[src/rtl/id_stage_p_if.sv]
// Decode-stage bus: fetch inputs, W/E/M feedback and decoded outputs.
// The stage uses the slave modport; the surrounding pipeline uses master.
interface id_stage_p_if #(
  parameter int XLEN = 32,
  parameter int NREG = 32
);
  localparam int AW = $clog2(NREG);

  logic [31:0]     instr_f;
  logic [XLEN-1:0] pc_f;
  logic            wb_we;
  logic [AW-1:0]   wb_addr;
  logic [XLEN-1:0] wb_data;
  logic [AW-1:0]   e_addr;
  logic [1:0]      e_tnew;
  logic [XLEN-1:0] e_data;
  logic [AW-1:0]   m_addr;
  logic [1:0]      m_tnew;
  logic [XLEN-1:0] m_data;

  logic            stall;
  logic            valid_d;
  logic [31:0]     instr_d;
  logic [XLEN-1:0] pc_d;
  logic [XLEN-1:0] rs_val;
  logic [XLEN-1:0] rt_val;
  logic [XLEN-1:0] imm_ext;
  logic [AW-1:0]   dst_d;
  logic [1:0]      tnew_d;
  logic            npc_sel;
  logic [XLEN-1:0] npc;

  modport master (
    output instr_f, pc_f, wb_we, wb_addr, wb_data,
    output e_addr, e_tnew, e_data, m_addr, m_tnew, m_data,
    input  stall, valid_d, instr_d, pc_d, rs_val, rt_val,
    input  imm_ext, dst_d, tnew_d, npc_sel, npc
  );

  modport slave (
    input  instr_f, pc_f, wb_we, wb_addr, wb_data,
    input  e_addr, e_tnew, e_data, m_addr, m_tnew, m_data,
    output stall, valid_d, instr_d, pc_d, rs_val, rt_val,
    output imm_ext, dst_d, tnew_d, npc_sel, npc
  );
endinterface

[src/rtl/id_stage_p.sv]
// MIPS decode stage: IF/ID register, regfile, E/M forwarding,
// Tuse/Tnew stall and branch/jump resolution with optional delay slot.
module id_stage_p #(
  parameter int              XLEN       = 32,
  parameter int              NREG       = 32,
  parameter logic [XLEN-1:0] RESET_PC   = XLEN'(32'h0000_3000),
  parameter int              DELAY_SLOT = 1
) (
  input logic         clk,
  input logic         reset,
  id_stage_p_if.slave bus
);
  localparam int AW = $clog2(NREG);

  localparam logic [5:0] OP_R    = 6'h00;
  localparam logic [5:0] OP_J    = 6'h02;
  localparam logic [5:0] OP_JAL  = 6'h03;
  localparam logic [5:0] OP_BEQ  = 6'h04;
  localparam logic [5:0] OP_BNE  = 6'h05;
  localparam logic [5:0] OP_BLEZ = 6'h06;
  localparam logic [5:0] OP_BGTZ = 6'h07;
  localparam logic [5:0] OP_ORI  = 6'h0d;
  localparam logic [5:0] OP_LUI  = 6'h0f;
  localparam logic [5:0] OP_LW   = 6'h23;
  localparam logic [5:0] OP_SW   = 6'h2b;
  localparam logic [5:0] FN_JR   = 6'h08;
  localparam logic [5:0] FN_ADDU = 6'h21;
  localparam logic [5:0] FN_SUBU = 6'h23;

  logic [31:0]     instr_q;
  logic [XLEN-1:0] pc_q;
  logic            valid_q;
  logic [XLEN-1:0] rf [NREG];

  logic            stall;
  logic            npc_sel;

  logic [5:0]      op;
  logic [5:0]      fn;
  logic [AW-1:0]   rs_a;
  logic [AW-1:0]   rt_a;
  logic [AW-1:0]   rd_a;
  logic [15:0]     imm;

  assign op   = instr_q[31:26];
  assign fn   = instr_q[5:0];
  assign rs_a = instr_q[21 +: AW];
  assign rt_a = instr_q[16 +: AW];
  assign rd_a = instr_q[11 +: AW];
  assign imm  = instr_q[15:0];

  logic is_addu, is_subu, is_jr, is_ori, is_lui, is_lw;
  logic is_sw, is_beq, is_bne, is_blez, is_bgtz, is_j, is_jal;

  assign is_addu = (op == OP_R) && (fn == FN_ADDU);
  assign is_subu = (op == OP_R) && (fn == FN_SUBU);
  assign is_jr   = (op == OP_R) && (fn == FN_JR);
  assign is_ori  = (op == OP_ORI);
  assign is_lui  = (op == OP_LUI);
  assign is_lw   = (op == OP_LW);
  assign is_sw   = (op == OP_SW);
  assign is_beq  = (op == OP_BEQ);
  assign is_bne  = (op == OP_BNE);
  assign is_blez = (op == OP_BLEZ);
  assign is_bgtz = (op == OP_BGTZ);
  assign is_j    = (op == OP_J);
  assign is_jal  = (op == OP_JAL);

  logic [1:0]    tuse_rs;
  logic [1:0]    tuse_rt;
  logic [AW-1:0] dst;
  logic [1:0]    tnew;

  // Tuse of 3 marks an unused operand; no Tnew exceeds 3 so it never stalls.
  always_comb begin
    tuse_rs = 2'd3;
    tuse_rt = 2'd3;
    dst     = '0;
    tnew    = 2'd0;
    unique case (1'b1)
      is_addu, is_subu: begin
        tuse_rs = 2'd1;
        tuse_rt = 2'd1;
        dst     = rd_a;
        tnew    = 2'd2;
      end
      is_ori: begin
        tuse_rs = 2'd1;
        dst     = rt_a;
        tnew    = 2'd2;
      end
      is_lui: begin
        dst  = rt_a;
        tnew = 2'd2;
      end
      is_lw: begin
        tuse_rs = 2'd1;
        dst     = rt_a;
        tnew    = 2'd3;
      end
      is_sw: begin
        tuse_rs = 2'd1;
        tuse_rt = 2'd2;
      end
      is_beq, is_bne: begin
        tuse_rs = 2'd0;
        tuse_rt = 2'd0;
      end
      is_blez, is_bgtz, is_jr: tuse_rs = 2'd0;
      is_jal: begin
        dst  = AW'(31);
        tnew = 2'd1;
      end
      default: ;
    endcase
  end

  function automatic logic haz(
    input logic [AW-1:0] a,
    input logic [1:0]    tu,
    input logic [AW-1:0] ea,
    input logic [1:0]    et,
    input logic [AW-1:0] ma,
    input logic [1:0]    mt
  );
    return (a != '0) &&
           (((ea == a) && (tu < et)) ||
            ((ma == a) && (tu < mt)));
  endfunction

  assign stall = valid_q && (
    haz(rs_a, tuse_rs, bus.e_addr, bus.e_tnew,
        bus.m_addr, bus.m_tnew) ||
    haz(rt_a, tuse_rt, bus.e_addr, bus.e_tnew,
        bus.m_addr, bus.m_tnew));

  // E/M results outrank the W write-first bypass for the same register.
  function automatic logic [XLEN-1:0] fwd(
    input logic [AW-1:0]   a,
    input logic [XLEN-1:0] rf_val,
    input logic [AW-1:0]   ea,
    input logic [1:0]      et,
    input logic [XLEN-1:0] ed,
    input logic [AW-1:0]   ma,
    input logic [1:0]      mt,
    input logic [XLEN-1:0] md,
    input logic            we,
    input logic [AW-1:0]   wa,
    input logic [XLEN-1:0] wd
  );
    if (a == '0)                    return '0;
    if ((ea == a) && (et == 2'd0))  return ed;
    if ((ma == a) && (mt == 2'd0))  return md;
    if (we && (wa == a))            return wd;
    return rf_val;
  endfunction

  logic [XLEN-1:0] rs_val;
  logic [XLEN-1:0] rt_val;

  assign rs_val = fwd(rs_a, rf[rs_a],
    bus.e_addr, bus.e_tnew, bus.e_data,
    bus.m_addr, bus.m_tnew, bus.m_data,
    bus.wb_we, bus.wb_addr, bus.wb_data);
  assign rt_val = fwd(rt_a, rf[rt_a],
    bus.e_addr, bus.e_tnew, bus.e_data,
    bus.m_addr, bus.m_tnew, bus.m_data,
    bus.wb_we, bus.wb_addr, bus.wb_data);

  logic [XLEN-1:0] sext;
  logic [XLEN-1:0] imm_ext;

  assign sext = {{(XLEN-16){imm[15]}}, imm};

  always_comb begin
    imm_ext = sext;
    unique case (1'b1)
      is_ori:  imm_ext = XLEN'(imm);
      is_lui:  imm_ext = XLEN'({imm, 16'h0000});
      default: ;
    endcase
  end

  logic [XLEN-1:0] pc4;
  logic [XLEN-1:0] br_tgt;
  logic [XLEN-1:0] j_tgt;
  logic [XLEN-1:0] npc;
  logic            rs_neg;
  logic            rs_zero;
  logic            taken;

  assign pc4     = pc_q + XLEN'(4);
  assign br_tgt  = pc4 + {sext[XLEN-3:0], 2'b00};
  assign rs_neg  = rs_val[XLEN-1];
  assign rs_zero = (rs_val == '0);

  always_comb begin
    j_tgt       = pc_q;
    j_tgt[31:0] = {pc4[31:28], instr_q[25:0], 2'b00};
  end

  always_comb begin
    taken = 1'b0;
    npc   = br_tgt;
    unique case (1'b1)
      is_beq:        taken = (rs_val == rt_val);
      is_bne:        taken = (rs_val != rt_val);
      is_blez:       taken = rs_neg || rs_zero;
      is_bgtz:       taken = !rs_neg && !rs_zero;
      is_j, is_jal: begin
        taken = 1'b1;
        npc   = j_tgt;
      end
      is_jr: begin
        taken = 1'b1;
        npc   = rs_val;
      end
      default: ;
    endcase
  end

  assign npc_sel = taken && valid_q && !stall;

  always_ff @(posedge clk or posedge reset) begin
    if (reset) begin
      instr_q <= '0;
      pc_q    <= RESET_PC;
      valid_q <= 1'b0;
    end else if (!stall) begin
      pc_q <= bus.pc_f;
      if ((DELAY_SLOT == 0) && npc_sel) begin
        instr_q <= '0;
        valid_q <= 1'b0;
      end else begin
        instr_q <= bus.instr_f;
        valid_q <= 1'b1;
      end
    end
  end

  always_ff @(posedge clk or posedge reset) begin
    if (reset) begin
      for (int i = 0; i < NREG; i++) rf[i] <= '0;
    end else if (bus.wb_we && (bus.wb_addr != '0)) begin
      rf[bus.wb_addr] <= bus.wb_data;
    end
  end

  assign bus.stall   = stall;
  assign bus.valid_d = valid_q;
  assign bus.instr_d = instr_q;
  assign bus.pc_d    = pc_q;
  assign bus.rs_val  = rs_val;
  assign bus.rt_val  = rt_val;
  assign bus.imm_ext = imm_ext;
  assign bus.dst_d   = dst;
  assign bus.tnew_d  = tnew;
  assign bus.npc_sel = npc_sel;
  assign bus.npc     = npc;
endmodule

[src/flat_wrapper.sv]
// flat-port wrapper written by rule: the top's interface ports become plain ports
module id_stage_p_flat 
#(
  parameter int              XLEN       = 32,
  parameter int              NREG       = 32,
  parameter logic [XLEN-1:0] RESET_PC   = XLEN'(32'h0000_3000),
  parameter int              DELAY_SLOT = 1
)
  (clk, reset, bus_instr_f, bus_pc_f, bus_wb_we, bus_wb_addr, bus_wb_data, bus_e_addr, bus_e_tnew, bus_e_data, bus_m_addr, bus_m_tnew, bus_m_data, bus_stall, bus_valid_d, bus_instr_d, bus_pc_d, bus_rs_val, bus_rt_val, bus_imm_ext, bus_dst_d, bus_tnew_d, bus_npc_sel, bus_npc);
  id_stage_p_if #(.XLEN(XLEN), .NREG(NREG)) bus_i ();
  input logic clk;
  input logic reset;
  input wire logic [$bits(bus_i.instr_f)-1:0] bus_instr_f;
  input wire logic [$bits(bus_i.pc_f)-1:0] bus_pc_f;
  input wire logic [$bits(bus_i.wb_we)-1:0] bus_wb_we;
  input wire logic [$bits(bus_i.wb_addr)-1:0] bus_wb_addr;
  input wire logic [$bits(bus_i.wb_data)-1:0] bus_wb_data;
  input wire logic [$bits(bus_i.e_addr)-1:0] bus_e_addr;
  input wire logic [$bits(bus_i.e_tnew)-1:0] bus_e_tnew;
  input wire logic [$bits(bus_i.e_data)-1:0] bus_e_data;
  input wire logic [$bits(bus_i.m_addr)-1:0] bus_m_addr;
  input wire logic [$bits(bus_i.m_tnew)-1:0] bus_m_tnew;
  input wire logic [$bits(bus_i.m_data)-1:0] bus_m_data;
  output wire logic [$bits(bus_i.stall)-1:0] bus_stall;
  output wire logic [$bits(bus_i.valid_d)-1:0] bus_valid_d;
  output wire logic [$bits(bus_i.instr_d)-1:0] bus_instr_d;
  output wire logic [$bits(bus_i.pc_d)-1:0] bus_pc_d;
  output wire logic [$bits(bus_i.rs_val)-1:0] bus_rs_val;
  output wire logic [$bits(bus_i.rt_val)-1:0] bus_rt_val;
  output wire logic [$bits(bus_i.imm_ext)-1:0] bus_imm_ext;
  output wire logic [$bits(bus_i.dst_d)-1:0] bus_dst_d;
  output wire logic [$bits(bus_i.tnew_d)-1:0] bus_tnew_d;
  output wire logic [$bits(bus_i.npc_sel)-1:0] bus_npc_sel;
  output wire logic [$bits(bus_i.npc)-1:0] bus_npc;
  assign bus_i.instr_f = bus_instr_f;
  assign bus_i.pc_f = bus_pc_f;
  assign bus_i.wb_we = bus_wb_we;
  assign bus_i.wb_addr = bus_wb_addr;
  assign bus_i.wb_data = bus_wb_data;
  assign bus_i.e_addr = bus_e_addr;
  assign bus_i.e_tnew = bus_e_tnew;
  assign bus_i.e_data = bus_e_data;
  assign bus_i.m_addr = bus_m_addr;
  assign bus_i.m_tnew = bus_m_tnew;
  assign bus_i.m_data = bus_m_data;
  assign bus_stall = bus_i.stall;
  assign bus_valid_d = bus_i.valid_d;
  assign bus_instr_d = bus_i.instr_d;
  assign bus_pc_d = bus_i.pc_d;
  assign bus_rs_val = bus_i.rs_val;
  assign bus_rt_val = bus_i.rt_val;
  assign bus_imm_ext = bus_i.imm_ext;
  assign bus_dst_d = bus_i.dst_d;
  assign bus_tnew_d = bus_i.tnew_d;
  assign bus_npc_sel = bus_i.npc_sel;
  assign bus_npc = bus_i.npc;
  id_stage_p #(.XLEN(XLEN), .NREG(NREG), .RESET_PC(RESET_PC), .DELAY_SLOT(DELAY_SLOT)) u_core (.clk(clk), .reset(reset), .bus(bus_i));
endmodule
[config.mk]
export PLATFORM = sky130hd
export DESIGN_NAME = id_stage_p_flat
export DESIGN_NICKNAME = d
export VERILOG_FILES = /design/src/rtl/id_stage_p_if.sv /design/src/rtl/id_stage_p.sv /design/src/flat_wrapper.sv
export SDC_FILE = /design/constraint.sdc
export NUM_CORES = 2
export LEC_CHECK = 0
export BUFFER_PORTS_ARGS = -buffer_cell sky130_fd_sc_hd__buf_4
export CAP_MARGIN = 20
export CORE_UTILIZATION = 53
export CTS_CLUSTER_SIZE = 10
export DETAILED_ROUTE_END_ITERATION = 10
export PLACE_DENSITY_LB_ADDON = 0.3
export REMOVE_ABC_BUFFERS = 1
export SLEW_MARGIN = 20
export SYNTH_ARGS = -nofsm -noshare
export SYNTH_HDL_FRONTEND = slang
export SYNTH_SLANG_ARGS = --single-unit
[constraint.sdc]
create_clock -name clk -period 99.9 [get_ports clk]
set_clock_uncertainty 0.2 [all_clocks]
set_input_delay 4.995 -clock clk [delete_from_list [all_inputs] [get_ports clk]]
set_output_delay 4.995 -clock clk [all_outputs]
set_load 0.02 [all_outputs]
==> flow_summary_export.csv <==
group,metric,value,unit
drt,drc_errors,0,
sta,max_freq,0.06851,GHz
synthesis,synthArstFlopShare,100.0,%
die,fp.dieW,345.6,um
critical_path,required,94.71,ns
drt,drtAntennaViolNets,0,
clock_network,cts_resized,0,
die,pin_count,384,
die,start_util,53.64,%
layout,syn2layout_area_growth,12.07,%
flow_run,maxCapViolCount,0,
sta,max_slew_margin,10.82,%
clock_network,cts_buffers,130,
layout,fin_nets,5103,
sta,hold_viol_final,0,
synthesis,yosysMostFrequentCell,"dfrtp_1",
global_routing,grt_pass1_wl,362100,um
critical_path,worst-r2r-cell-count,12,
hold_path,whs_path_depth,0,
synthesis,synth_area,62590,um2
sta,period_share,14.61,%
pwr,intPower,0.0009520,W
die,die_h,345.6,um
hold_path,hold_class,"register to register",
drt,avgViaCountPerCell,7.410,
drt,wl_per_cell,39.95,um
sta,period_minus_slack,14.60,ns
clock_network,cts_max_level,4,
synthesis,yosys-top-cells-area,"dfrtp_1, mux2_2, mux4_2",
pwr,pwr-share-clk,31.7,%
drt,wl_met2,108600,um
pwr,swShare,32.00,%
pwr,switchingPower,0.0004481,W
placement,detailed_place.area,66320,um2
synthesis,synthCells,4711,
sta,worst_pin_slew,1.335,ns
critical_path,crit_arrival,9.40,ns
global_routing,grt_overflow_total,0,
clock_network,clock_sinks,1089,
placement,gp_congestion,1.007,
drt,first_iter_violations,6720,
layout,drive_above_1_share,45.38,%
sta,final_max_slew_viol_count,0,
clock_network,clock_latency,0.75,ns
global_routing,first_global_vias,46841,
synthesis,ys_types,94,
global_routing,grt_max_degree,122,
critical_path,critPathCaptureType,"output pin",
sta,fin_tns_setup,0,ns
global_routing,grt.total_usage,42.93,%
clock_network,postCtsSetupBuffers,0,
die,die-area,119500,um2
drt,routed_wl,258200,um
synthesis,ys_ff_latch,1089,
synthesis,ys_seq_area_share,43.54,%
placement,hpwl,170600,um
critical_path,crit_path_start_kind,"input pin",
sta,setup_viol,0,
synthesis,synth_area_per_cell,13.29,um2
layout,stdcell_area,70140,um2
clock_network,ctsLongestPathBuffers,3,
drt,highest_layer,"met5",
placement,io_buffer_count,383,
clock_network,holdBufCountCts,0,
drt,dr.pass1.iters,8,
pwr,p_comb_share,26.2,%
synthesis,yosysWarningCount,0,
pwr,powerDensity,19.96,nW/um2
critical_path,criticalPathCategory,"input pin to output pin",
die,rows,125,
synthesis,yosysTopAreaCell,"dfrtp_1",
synthesis,synth_edf_count,0,
drt,vias,47890,
pwr,power_frac_seq,42.0,%
pwr,p_leak,30.67,nW
drt,wl_met1,90460,um
global_routing,grt_antenna_before_repair,16,
sta,rsz0062_at_grt,"false",
pwr,ir_drop,0.01978,mV
synthesis,synth_top_area_share,43.46,%
clock_network,tritoncts,"built",
synthesis,ys.flop_type,"dfrtp_1",
synthesis,synth_common_cells,"dfrtp_1, mux2_2, mux4_2",
outcome,status,"completed",
critical_path,path_max_fanout,30,
clock_network,cts-root-buf,"clkbuf_16",
clock_network,clk_pin_slew_worst_paths,0.06,ns
die,core_area,116700,um2
drt,met3_length,37680,um
-- worst max-delay path: stages --
cell      delay [ns]
buf_4           0.12
or2_2           0.35
nand3b_1        0.27
or2_4           0.45
nand2_1         0.68
nor3_1          0.17
nor3_2          0.76
xor2_1          0.17
nor4_1          0.29
nand4_1         0.19
nor4_2          0.39
nand4_1         0.13
o211ai_1        0.19
buf_4           0.21
-- kinds of logic after synthesis --
group	count (synthesis)	share of synthesized area [%]
buffers and inverters	495	3.934
other	1	0.005991
XOR/XNOR	113	1.581
AND/OR/NAND/NOR	640	5.062
AO/OA/AOI/OAI	633	7.271
adder cells (fa/ha/maj)	35	0.7117
multiplexers	1705	37.89
flip-flops	1089	43.54
-- path summary, 6_finish.rpt --
path,endpoint,from,slack (ns)
min in group asynchronous,u_core.rf[615],reset,4.18
max in group asynchronous,u_core.rf[984],reset,90.58
worst min register to register,u_core.rf[1001],u_core.rf[1001],0.20
worst max register to register,u_core.bus.instr_d[27],u_core.bus.instr_d[30],94.58
worst min-delay path,u_core.rf[1001],u_core.rf[1001],0.20
worst max-delay path,bus_npc_sel,bus_m_tnew[1],85.30
-- placed cells by master, fill, tap and decap left out, drive strengths merged, types with 13 or more instances in the layout --
| cell type | synthesis | layout |
|---|---|---|
| a221o | 21 | 21 |
| a21o | 26 | 26 |
| mux4 | 420 | 420 |
| mux2 | 1064 | 1064 |
| o22ai | 41 | 41 |
| a22oi | 152 | 152 |
| or3 | 13 | 13 |
| mux2i | 221 | 221 |
| nand4 | 22 | 22 |
| xor2 | 58 | 58 |
| nor2 | 125 | 125 |
| a211oi | 27 | 27 |
| dfrtp | 1087 | 1087 |
| o21ai | 92 | 92 |
| and3 | 22 | 22 |
| nand2 | 183 | 183 |
| nor2b | 38 | 38 |
| a221oi | 36 | 36 |
| ha | 34 | 34 |
| o221ai | 44 | 44 |
| o211ai | 21 | 21 |
| nand2b | 14 | 14 |
| clkbuf | 258 | 166 |
| nor4 | 24 | 24 |
| inv | 20 | 27 |
| buf | 216 | 516 |
| nand3 | 98 | 98 |
| xnor2 | 55 | 55 |
| nor3 | 52 | 52 |
| a21oi | 78 | 78 |
-- power groups by stage --
stage | Combinational (W) | Clock, W | Sequential, W
finish | 0.000367 | 0.000444 | 0.000589
global route | 0.000380 | 0.000462 | 0.000597
CTS | 0.000358 | 0.000446 | 0.000584
detailed placement | 0.000356 | 0 | 0.000591
global placement | 0.000350 | 0 | 0.000585
floorplan | 0.000243 | 0 | 0.000582
-- state kept, by name, indices dropped and copies added (netlist names) --
signal	cells
u_core.bus.instr_d	32
u_core.bus.pc_d	32
u_core.bus.valid_d	1
u_core.rf	1024
-- area by class of cell --
cell class | count | area (um2)
timing repair buffer | 517 | 3904
fill | 9075 | 46530
antenna | 5 | 12.51
sequential | 1089 | 27290
multi-input combinational | 3127 | 33140
tap | 1524 | 1907
clock inverter | 15 | 266.5
inverter | 21 | 86.33
clock buffer | 165 | 3537
-- metrics by stage --
step	std cells	setup WS [ns]	util, %	total power, W	hold WS (ns)
2_1_floorplan	4237	64.05	-	0.0008246	0.1653
3_3_place_gp	6277	85.25	56.84	0.0009348	0.1769
3_5_place_dp	6277	85.13	56.84	0.0009470	0.1833
4_1_cts	6457	85.09	60.10	0.001387	0.1959
5_1_grt	6460	85.10	60.11	0.001438	0.2036
6_report	6463	85.30	60.12	0.001400	0.1972
-- routing by layer --
layer | vias to the layer above | GRT usage (%)
li1 | 18427 | -
met1 | 24736 | 52.66
met2 | 3735 | 60.72
met3 | 976 | 18.98
met4 | 16 | 29.28
met5 | - | 1.761
No activity file was read; power rests on OpenSTA's default activity.
